**src/rtl/sum_averager_if.sv**
```systemverilog
// rtl/sum_averager_if.sv - sample-stream and block-average handshake bundle for sum_averager
interface sum_averager_if #(
    parameter int DATA_W = 16
);
    logic              src_valid;
    logic [DATA_W-1:0] sum_in;
    logic              avg_ready;
    logic              avg_valid;
    logic [DATA_W-1:0] avg_data;
    logic              overrun;

    // Producer/consumer side: feeds samples and accepts averages
    modport master (
        output src_valid,
        output sum_in,
        output avg_ready,
        input  avg_valid,
        input  avg_data,
        input  overrun
    );

    // Averager side
    modport slave (
        input  src_valid,
        input  sum_in,
        input  avg_ready,
        output avg_valid,
        output avg_data,
        output overrun
    );
endinterface

```
**src/rtl/sum_averager.sv**
```systemverilog
// rtl/sum_averager.sv - block averager for the pipelined adder sum stream; AVG_ROUND_EN selects round-half-up
module sum_averager #(
    parameter int DATA_W  = 16,
    parameter int LOG2_N  = 2,
    parameter int ADD_LAT = 3
) (
    input  logic          clk,
    input  logic          rst_n,
    sum_averager_if.slave bus
);
    localparam int N     = 1 << LOG2_N;
    localparam int CNT_W = (LOG2_N == 0) ? 1 : LOG2_N;
    localparam int ACC_W = DATA_W + LOG2_N;
`ifdef AVG_ROUND_EN
    localparam int RND   = (LOG2_N == 0) ? 0 : (N / 2);
`else
    localparam int RND   = 0;
`endif

    localparam logic [0:0] ST_ACC = 1'b0;
    localparam logic [0:0] ST_OUT = 1'b1;

    logic [ADD_LAT-1:0] vdly;
    logic               v_al;
    logic [ACC_W-1:0]   acc;
    logic [CNT_W-1:0]   count;
    logic               done;
    logic [ACC_W-1:0]   total;
    logic [DATA_W-1:0]  res;
    logic [0:0]         state;
    logic [DATA_W-1:0]  avg_q;
    logic               overrun_q;

    // Delay src_valid by the adder latency so it lines up with its sum
    always_ff @(posedge clk or negedge rst_n) begin
        if (!rst_n) begin
            vdly <= '0;
        end else begin
            vdly[0] <= bus.src_valid;
            for (int i = 1; i < ADD_LAT; i++) begin
                vdly[i] <= vdly[i-1];
            end
        end
    end

    assign v_al = vdly[ADD_LAT-1];

    // Block completion and the rounded/truncated average; the full block sum
    // plus rounding bias always fits in ACC_W bits
    always_comb begin
        total = acc + ACC_W'(bus.sum_in) + ACC_W'(RND);
        res   = DATA_W'(total >> LOG2_N);
        done  = v_al && (count == CNT_W'(N - 1));
    end

    // Accumulate aligned samples; restart on the block's last sample
    always_ff @(posedge clk or negedge rst_n) begin
        if (!rst_n) begin
            acc   <= '0;
            count <= '0;
        end else if (v_al) begin
            if (done) begin
                acc   <= '0;
                count <= '0;
            end else begin
                acc   <= acc + ACC_W'(bus.sum_in);
                count <= count + CNT_W'(1);
            end
        end
    end

    // Output holding register with drop-and-flag when the consumer stalls
    always_ff @(posedge clk or negedge rst_n) begin
        if (!rst_n) begin
            state     <= ST_ACC;
            avg_q     <= '0;
            overrun_q <= 1'b0;
        end else begin
            case (state)
                ST_ACC: begin
                    if (done) begin
                        avg_q <= res;
                        state <= ST_OUT;
                    end
                end
                ST_OUT: begin
                    if (bus.avg_ready) begin
                        if (done) begin
                            avg_q <= res;
                        end else begin
                            state <= ST_ACC;
                        end
                    end else if (done) begin
                        overrun_q <= 1'b1;
                    end
                end
                default: state <= ST_ACC;
            endcase
        end
    end

    assign bus.avg_valid = (state == ST_OUT);
    assign bus.avg_data  = avg_q;
    assign bus.overrun   = overrun_q;
endmodule

```
**src/flat_wrapper.sv**
```systemverilog
// flat-port wrapper written by rule: the top's interface ports become plain ports
module sum_averager_flat 
#(
    parameter int DATA_W  = 16,
    parameter int LOG2_N  = 2,
    parameter int ADD_LAT = 3
)
  (clk, rst_n, bus_src_valid, bus_sum_in, bus_avg_ready, bus_avg_valid, bus_avg_data, bus_overrun);
  sum_averager_if #(.DATA_W(DATA_W)) bus_i ();
  input  logic clk;
  input  logic rst_n;
  input wire logic [$bits(bus_i.src_valid)-1:0] bus_src_valid;
  input wire logic [$bits(bus_i.sum_in)-1:0] bus_sum_in;
  input wire logic [$bits(bus_i.avg_ready)-1:0] bus_avg_ready;
  output wire logic [$bits(bus_i.avg_valid)-1:0] bus_avg_valid;
  output wire logic [$bits(bus_i.avg_data)-1:0] bus_avg_data;
  output wire logic [$bits(bus_i.overrun)-1:0] bus_overrun;
  assign bus_i.src_valid = bus_src_valid;
  assign bus_i.sum_in = bus_sum_in;
  assign bus_i.avg_ready = bus_avg_ready;
  assign bus_avg_valid = bus_i.avg_valid;
  assign bus_avg_data = bus_i.avg_data;
  assign bus_overrun = bus_i.overrun;
  sum_averager #(.DATA_W(DATA_W), .LOG2_N(LOG2_N), .ADD_LAT(ADD_LAT)) u_core (.clk(clk), .rst_n(rst_n), .bus(bus_i));
endmodule
```
**config.mk**
```make
export PLATFORM = sky130hd
export DESIGN_NAME = sum_averager_flat
export DESIGN_NICKNAME = d
export VERILOG_FILES = /design/src/rtl/sum_averager_if.sv /design/src/rtl/sum_averager.sv /design/src/flat_wrapper.sv
export SDC_FILE = /design/constraint.sdc
export NUM_CORES = 1
export LEC_CHECK = 0
export CORE_MARGIN = 8
export CORE_UTILIZATION = 45
export CTS_BUF_LIST = sky130_fd_sc_hd__clkbuf_4
export CTS_CLUSTER_SIZE = 28
export DETAILED_ROUTE_END_ITERATION = 10
export PLACE_DENSITY = 0.81
export SETUP_SLACK_MARGIN = 0.2
export SYNTH_ARGS = -nofsm -noshare
export SYNTH_HDL_FRONTEND = slang
export SYNTH_SLANG_ARGS = --single-unit
```
**constraint.sdc**
```tcl
create_clock -name clk -period 3 [get_ports clk]
set_input_delay 0.45 -clock clk [delete_from_list [all_inputs] [get_ports clk]]
set_output_delay 0.45 -clock clk [all_outputs]
set_load 0.1 [all_outputs]
```
Yosys cells after proc, flatten, opt, wreduce, memory -nomap -nowiden
Cells that the tools add are included.
W data, S select, Z words.
- reductions and logical operators: 2
- eq/ne operators: 2
- add/sub/neg operators: 2
- multiplexer cells: 8
- bitwise gates (word level): 2
- operators by type and width (operator ; count):
    $mux W16 ; 2
    $pmux W16 S2 ; 1
    $add A18 B16 Y18 ; 1
    $mux W18 ; 1
    $reduce_and A3 Y1 ; 1
    $add A2 B1 Y2 const B ; 1
    $eq A2 B2 Y1 const B ; 1
    $mux W1 ; 2
    $mux W2 ; 1
    $ne A2 B2 Y1 const B ; 1
    $not A1 Y1 ; 2
    $pmux W1 S2 ; 1
    $logic_and A1 B1 Y1 ; 1
- word-level logic and storage cells: 22
- register bits after elaboration: 41

Longest topological paths before layout
Gate-level depths: netlist of run 1.
- depth in word-level cells: 5
- depth in mapped cells: 8
- mapped depth without buffers: 8

Least setup slack after synthesis of run 1
Ideal clock, no wire load.
- path kind: input -> register
- start: input bus_sum_in[0]
- end: register u_core.avg_q[12], in the netlist u_core.bus.avg_data[12]
- buffers on the path: 0
- required time: 2.866 ns
- stages: 8
- arrival time: 2.203 ns
- setup slack: 0.663 ns
- path through: ha_1 -> fa_1 -> a211oi_1 -> nor3_1 -> o32ai_1 -> o21ai_1 -> xnor2_1 -> o21ai_0
- cells in the longest elaborated chain, start to end: 4
- ends and longest elaborated chain (element ; RTL line ; text):
    from (decl) ; flat_wrapper.sv:13 ; input wire logic [$bits(bus_i.sum_in)-1:0] bus_sum_in;
    $add A18 B16 Y18 (*) ; sum_averager.sv:51 ; total = acc + ACC_W'(bus.sum_in) + ACC_W'(RND);
    $mux W16 (*) ; sum_averager.sv:81, sum_averager.sv:88 ;
    $mux W16 ; sum_averager.sv:87 ; if (bus.avg_ready) begin
    $pmux W16 S2 (*) ; sum_averager.sv:79 ; case (state)
    to (signal assigned) ; sum_averager.sv:82 ; avg_q <= res;
    to (signal assigned) ; sum_averager.sv:89 ; avg_q <= res;
    to (decl) ; sum_averager.sv:31 ; logic [DATA_W-1:0] avg_q;
Every way passes the cells marked *; elsewhere a longest branch is shown, timed or not. The select of a mux whose other input is x is not followed.
A chain may end at the register's enable or synchronous reset.

Worst setup path after layout of run 1
- start: input bus_sum_in[1]
- end: register u_core.avg_q[15], in the netlist u_core.bus.avg_data[15]
Same word-level chain as after synthesis.

==> run summary, run 1 <==
======================================================================================
Average wire per standard cell                                                 14.6 um
Required time reported for the critical path endpoint                          3280 ps
Most used DFF post-synth                                                  sky130_fd_sc_hd__dfrtp_1
Total number of yosys warnings                                                       0
Ratio of cells with drive above 1 in the final layout                            11.5%
Clock tree from TritonCTS                                                          yes
Net count, final                                                                   316
Final hold violation count                                                           0
Slew HR                                                                          40.0%
Critical-path maximum fanout                                                         4
Cell count after synthesis                                                         241
Number of buffers added by the clock tree synthesis step                             5
Setup Fix Bufs, Post-CTS                                                             0
Top library cells by usage in the layout, fill and taps aside             sky130_fd_sc_hd__dfrtp_1 (41), sky130_fd_sc_hd__nand2_1 (25), sky130_fd_sc_hd__o21ai_0 (25)
Min cycle time layout                                                          2550 ps
Fin Setup TNS                                                                     0 ps
Reg-to-reg critical path endpoint                                         u_core.bus.avg_data[15]$_DFFE_PN0P_
Depth of the worst register-to-register path                                         7
Global router's overall resource usage                                           14.6%
Fillers                                                                            486
Run status                                                                   completed
Vias in the first global route                                                    1916
Final Routed Wirelength                                                        5.08 mm
Largest incremental delay on the critical path                                  500 ps
Worst-margin pin slew                                                           899 ps
Sequential fraction of the synthesis area                                        45.0%
Netlist area before placement                                              0.00228 mm2
Simple logic cell fraction of the synthesized area                               11.7%
Max-cap violations                                                                   0
Critical setup path kind                                                     in -> reg
Highest-delay cell along the critical path                                sky130_fd_sc_hd__o41a_1
Routed vias                                                                       1858
Worst-path clk slew                                                             120 ps
Highest Clock Rate                                                           0.392 GHz
Startpoint of the lowest-slack register-to-register path                  u_core.acc[2]$_DFFE_PN0P_
Startpoint Class                                                            input port
Synth Area in Adders                                                             10.2%
First-pass GRT wire length                                                     8.90 mm
CP Data Arrival Time                                                           2830 ps
Root buf cell                                                             sky130_fd_sc_hd__clkbuf_4
Placeable core area                                                        0.00501 mm2
Largest net degree at the start of global routing                                   42
Initial Utilization                                                              45.5%
Multiplexer share of the synthesized area                                       0.934%
# rows                                                                              26
FF+latch count, synth                                                               41
Path class of the lowest-slack min-delay path                              in -> async
Number of buffers added on ports                                                    37
Number of enable flip-flop cells after synthesis                                     0
I/O pin total                                                                       38
Layout Area Growth over Synthesis                                                19.9%
Post-route ant nets                                                                  0
Synthesized-area fraction occupied by ao, oa, aoi and oai cells                  21.7%
Final Setup Violations                                                               0
Length of the first detailed-routing pass in iterations                              4
Post-synth net total                                                               279
Crit share post-route                                                            85.1%
Vias per Instance                                                                 5.32
Weighted congestion reported at the end of routability-driven placement          0.891
RSZ-0062 raised after global routing                                                no
Number of inserted diodes                                                            0
Clock buffer depth                                                                   2
Clock latency on the worst-skew pair                                            350 ps
Syn Area/Cell                                                                 9.45 um2
HPWL after DPL                                                                 3.71 mm
Total number of clock tree sinks                                                    41
Fin. max-slew vios                                                                   0
Gates resized, CTS repair                                                            0
Floorplan die width                                                            87.2 um
Residual DRC                                                                         0
Hold buffer count at CTS                                                             0
Combinational family with the most area after synthesis                   compound AO/OA/AOI/OAI gates
Height of the die                                                              87.2 um
Number of antenna violations at the first check in global routing                    0
First DRT Iteration DRCs                                                           108
Share of async-settable or async-resettable flops after synthesis                 100%
Final setup skew                                                               10.3 ps
Reg2reg setup slack                                                             570 ps
Synth Area in XOR/XNOR                                                           5.77%
Number of distinct standard cells referenced by the synthesized netlist             36
Ordered list of cells on the worst path                                   clkdlybuf4s50_1 -> ha_1 -> a211oi_1 -> o21ai_1 -> a41oi_1 -> o41a_1 -> or3_1 -> a31oi_1
Crit. End Element                                                            flip-flop
Total Die Area                                                             0.00760 mm2
Most common library cell in the layout ignoring fill and taps             sky130_fd_sc_hd__dfrtp_1
H-tree depth reported by CTS                                                         2
Leftover overflow at the end of global routing                                       0
======================================================================================
-- synthesized netlist by cell type, types with 2 or more instances --
library cell               instances  share of area (%)
sky130_fd_sc_hd__a211oi_1          2               0.66
sky130_fd_sc_hd__a21o_1            7                2.3
sky130_fd_sc_hd__a21oi_1          12                2.6
sky130_fd_sc_hd__a31oi_1           5                1.4
sky130_fd_sc_hd__clkbuf_1         11                1.8
sky130_fd_sc_hd__dfrtp_1          41                 45
sky130_fd_sc_hd__ha_1             17                9.3
sky130_fd_sc_hd__inv_1            17                2.8
sky130_fd_sc_hd__nand2_1          25                4.1
sky130_fd_sc_hd__nand2b_1          4                1.1
sky130_fd_sc_hd__nand3_1           5                1.1
sky130_fd_sc_hd__nand3b_1          2               0.66
sky130_fd_sc_hd__nand4_1           3               0.82
sky130_fd_sc_hd__nor2_1            8                1.3
sky130_fd_sc_hd__nor2b_1           2               0.55
sky130_fd_sc_hd__o211ai_1          2               0.66
sky130_fd_sc_hd__o21a_1            2               0.66
sky130_fd_sc_hd__o21ai_0          25                5.5
sky130_fd_sc_hd__o21ai_1           5                1.1
sky130_fd_sc_hd__o21bai_1          3               0.99
sky130_fd_sc_hd__o22ai_1          14                3.8
sky130_fd_sc_hd__or3_1             2               0.55
sky130_fd_sc_hd__xnor2_1           7                2.7
sky130_fd_sc_hd__xor2_1            8                3.1
-- sequential cells by signal, indices dropped and copies added (netlist names) --
register	cells
u_core.bus.overrun	1
u_core.count	2
u_core.vdly	3
u_core.bus.avg_data	16
u_core.acc	18
u_core.bus.avg_valid	1
-- per-layer routing --
layer	track usage, %	vias up	share of wire (%)
met1	17.5	877	43
met2	24.3	38	50
met5	0	-	0
met4	5.63	0	1.7
li1	-	934	-
met3	4.06	9	4.9
-- worst max path at each step --
stage             startpoint                             endpoint  slack [ps]
5_1_grt        bus_sum_in[6]  u_core.bus.avg_data[11]$_DFFE_PN0P_         200
3_5_place_dp   bus_sum_in[0]           u_core.acc[14]$_DFFE_PN0P_          50
6_report       bus_sum_in[1]  u_core.bus.avg_data[15]$_DFFE_PN0P_         450
3_3_place_gp   bus_sum_in[0]           u_core.acc[14]$_DFFE_PN0P_         100
2_1_floorplan  bus_sum_in[0]  u_core.bus.avg_data[12]$_DFFE_PN0P_         660
4_1_cts        bus_sum_in[0]           u_core.acc[14]$_DFFE_PN0P_         420
-- final cells by class --
class	instances	area (um2)	share of cell area [%]
repair buffers	41	350	12.8
multi-input cells	172	1150	42.3
clock inverters	3	12.5	0.458
flip-flops and latches	41	1030	37.5
well taps	70	87.6	3.21
clock buffers	5	37.5	1.37
inverters	17	63.8	2.34
-- cells by family (layout without fill, tap and decap cells) --
| kind of cell | count (synthesis) | count (layout) |
|---|---|---|
| AOI/OAI and AO/OA | 82 | 82 |
| DFF | 41 | 41 |
| buffers and inverters | 28 | 66 |
| xor gates and xnor gates | 15 | 15 |
| adders and majority gates | 18 | 18 |
| and+or+nand+nor | 55 | 55 |
| muxes | 2 | 2 |
-- worst max-delay path: cells and delay by family --
family | cells | cell delay, ps
adder cells (fa/ha/maj) | 1 | 320
buffers and inverters | 1 | 460
AO/OA/AOI/OAI | 5 | 1270
AND/OR/NAND/NOR | 1 | 320
-- per-stage QoR --
| step | instances | worst slack (ps) | area (um2) | hold WS (ps) | utilization [%] |
|---|---|---|---|---|---|
| finish | 349 | 448 | 2730 | 215 | 54.5 |
| global route | 349 | 203 | 2730 | 289 | 54.5 |
| CTS | 349 | 421 | 2730 | 238 | 54.4 |
| detailed placement | 341 | 47.1 | 2680 | 336 | 53.4 |
| global placement | 341 | 99.5 | 2680 | 332 | 53.4 |
| floorplan | 241 | 663 | 2280 | 154 | - |
Power of run 1 is not shown: default switching activity piles up to over one toggle a cycle in this logic, so the estimate is an artifact.
==> run 2, diff against run 1 <==
clock period = 3.1 ns   (was 3 ns; I/O delays follow)
==> run summary, run 2 (synthesized netlist as in run 1, its figures left out) <==
======================================================================================
Root buf cell                                                             sky130_fd_sc_hd__clkbuf_4
Max-cap violations                                                                   0
Initial Utilization                                                              45.5%
Largest net degree at the start of global routing                                   42
I/O pin total                                                                       38
Weighted congestion reported at the end of routability-driven placement          0.910
Clock tree from TritonCTS                                                          yes
Average wire per standard cell                                                 14.0 um
Multi-input combinational cell area                                        0.00115 mm2
Hold buffer count at CTS                                                             0
Height of the die                                                              87.2 um
Crit share post-route                                                            84.7%
Number of buffers added on ports                                                    37
Setup Fix Bufs, Post-CTS                                                             0
Worst-path clk slew                                                             120 ps
Required time reported for the critical path endpoint                          3320 ps
Number of antenna violations at the first check in global routing                    0
Standard cell area after detailed placement                                0.00267 mm2
RSZ-0062 raised after global routing                                                no
Floorplan die width                                                            87.2 um
Slew HR                                                                          41.0%
Vias per Instance                                                                 5.33
Worst-margin pin slew                                                           884 ps
Top library cells by usage in the layout, fill and taps aside             sky130_fd_sc_hd__dfrtp_1 (41), sky130_fd_sc_hd__nand2_1 (25), sky130_fd_sc_hd__o21ai_0 (25)
Critical setup path kind                                                     in -> reg
Fin Setup TNS                                                                     0 ps
Routed vias                                                                       1854
Final Routed Wirelength                                                        4.86 mm
Path class of the lowest-slack min-delay path                              in -> async
Gates resized, CTS repair                                                            0
Run status                                                                   completed
Placeable core area                                                        0.00501 mm2
HPWL after DPL                                                                 3.75 mm
Most common library cell in the layout ignoring fill and taps             sky130_fd_sc_hd__dfrtp_1
Number of buffers added by the clock tree synthesis step                             5
Crit. End Element                                                            flip-flop
Net count, final                                                                   315
Number of inserted diodes                                                            0
Vias in the first global route                                                    1826
Post-route standard cell area excluding fillers                            0.00275 mm2
Min cycle time layout                                                          2630 ps
Residual DRC                                                                         0
Final Setup Violations                                                               0
Critical-path maximum fanout                                                         3
Global router's overall resource usage                                           13.9%
Total number of clock tree sinks                                                    41
# rows                                                                              26
First-pass GRT wire length                                                     8.44 mm
H-tree depth reported by CTS                                                         2
Fin. max-slew vios                                                                   0
First DRT Iteration DRCs                                                           116
Hold slack                                                                      222 ps
Number of flip-flops under the largest register name                                18
Sequential Area                                                            0.00103 mm2
Total Die Area                                                             0.00760 mm2
Layout Area Growth over Synthesis                                                20.8%
Final setup skew                                                               4.68 ps
Highest Clock Rate                                                           0.381 GHz
Startpoint Class                                                            input port
Post-route ant nets                                                                  0
Leftover overflow at the end of global routing                                       0
Clock buffer depth                                                                   2
Length of the first detailed-routing pass in iterations                              4
Reg with most FFs                                                           u_core.acc
Ratio of cells with drive above 1 in the final layout                            11.5%
Final hold violation count                                                           0
Fillers                                                                            483
Clock latency on the worst-skew pair                                            350 ps
CP Data Arrival Time                                                           2850 ps
======================================================================================
run 2: final cells by class:
class	count	share of cell area, %
flip-flops and latches	41	37.3
clock inverters	3	1.68
multi-input cells	172	41.7
well taps	70	3.18
repair buffers	40	12.5
inverters	17	2.32
clock buffers	5	1.36
run 2: path summary, 6_finish.rpt:
check	startpoint	endpoint	slack, ps	cells past startpoint
worst max-delay path	bus_sum_in[0]	u_core.bus.avg_data[12]$_DFFE_PN0P_	470	9
worst min-delay path	rst_n	u_core.bus.avg_data[5]$_DFFE_PN0P_	220	1
worst max register to register	u_core.acc[0]$_DFFE_PN0P_	u_core.bus.avg_data[12]$_DFFE_PN0P_	600	8
worst min register to register	u_core.vdly[0]$_DFF_PN0_	u_core.vdly[1]$_DFF_PN0_	370	0
max in group asynchronous	rst_n	u_core.bus.avg_data[1]$_DFFE_PN0P_	2330	1
min in group clk	u_core.vdly[0]$_DFF_PN0_	u_core.vdly[1]$_DFF_PN0_	370	0
run 2: critical path, stage by stage:
cell and delay, ps:
sky130_fd_sc_hd__clkdlybuf4s50_1 410, sky130_fd_sc_hd__ha_1 240, sky130_fd_sc_hd__fa_1 430, sky130_fd_sc_hd__a211oi_1 310
sky130_fd_sc_hd__nor3_1 140, sky130_fd_sc_hd__o32ai_1 420, sky130_fd_sc_hd__o21ai_1 150, sky130_fd_sc_hd__xnor2_1 190
sky130_fd_sc_hd__o21ai_0 90
run 2: stage by stage:
step | util, % | setup slack [ps] | cells
finish | 54.9 | 473 | 348
global route | 54.9 | 272 | 348
CTS | 54.9 | 472 | 348
detailed placement | 53.2 | 97.5 | 340
global placement | 53.2 | 142 | 340
floorplan | - | 748 | 241
run 2: routing by layer:
layer  vias up  part of all wire [%]  global-route usage, %
li1        937                     -                      -
met1       859                    44                   16.9
met2        47                    48                   22.8
met3        11                   6.1                   3.77
met4         0                   1.8                   5.47
met5         -                     0                      0
Power of run 2 is left out for the same reason.
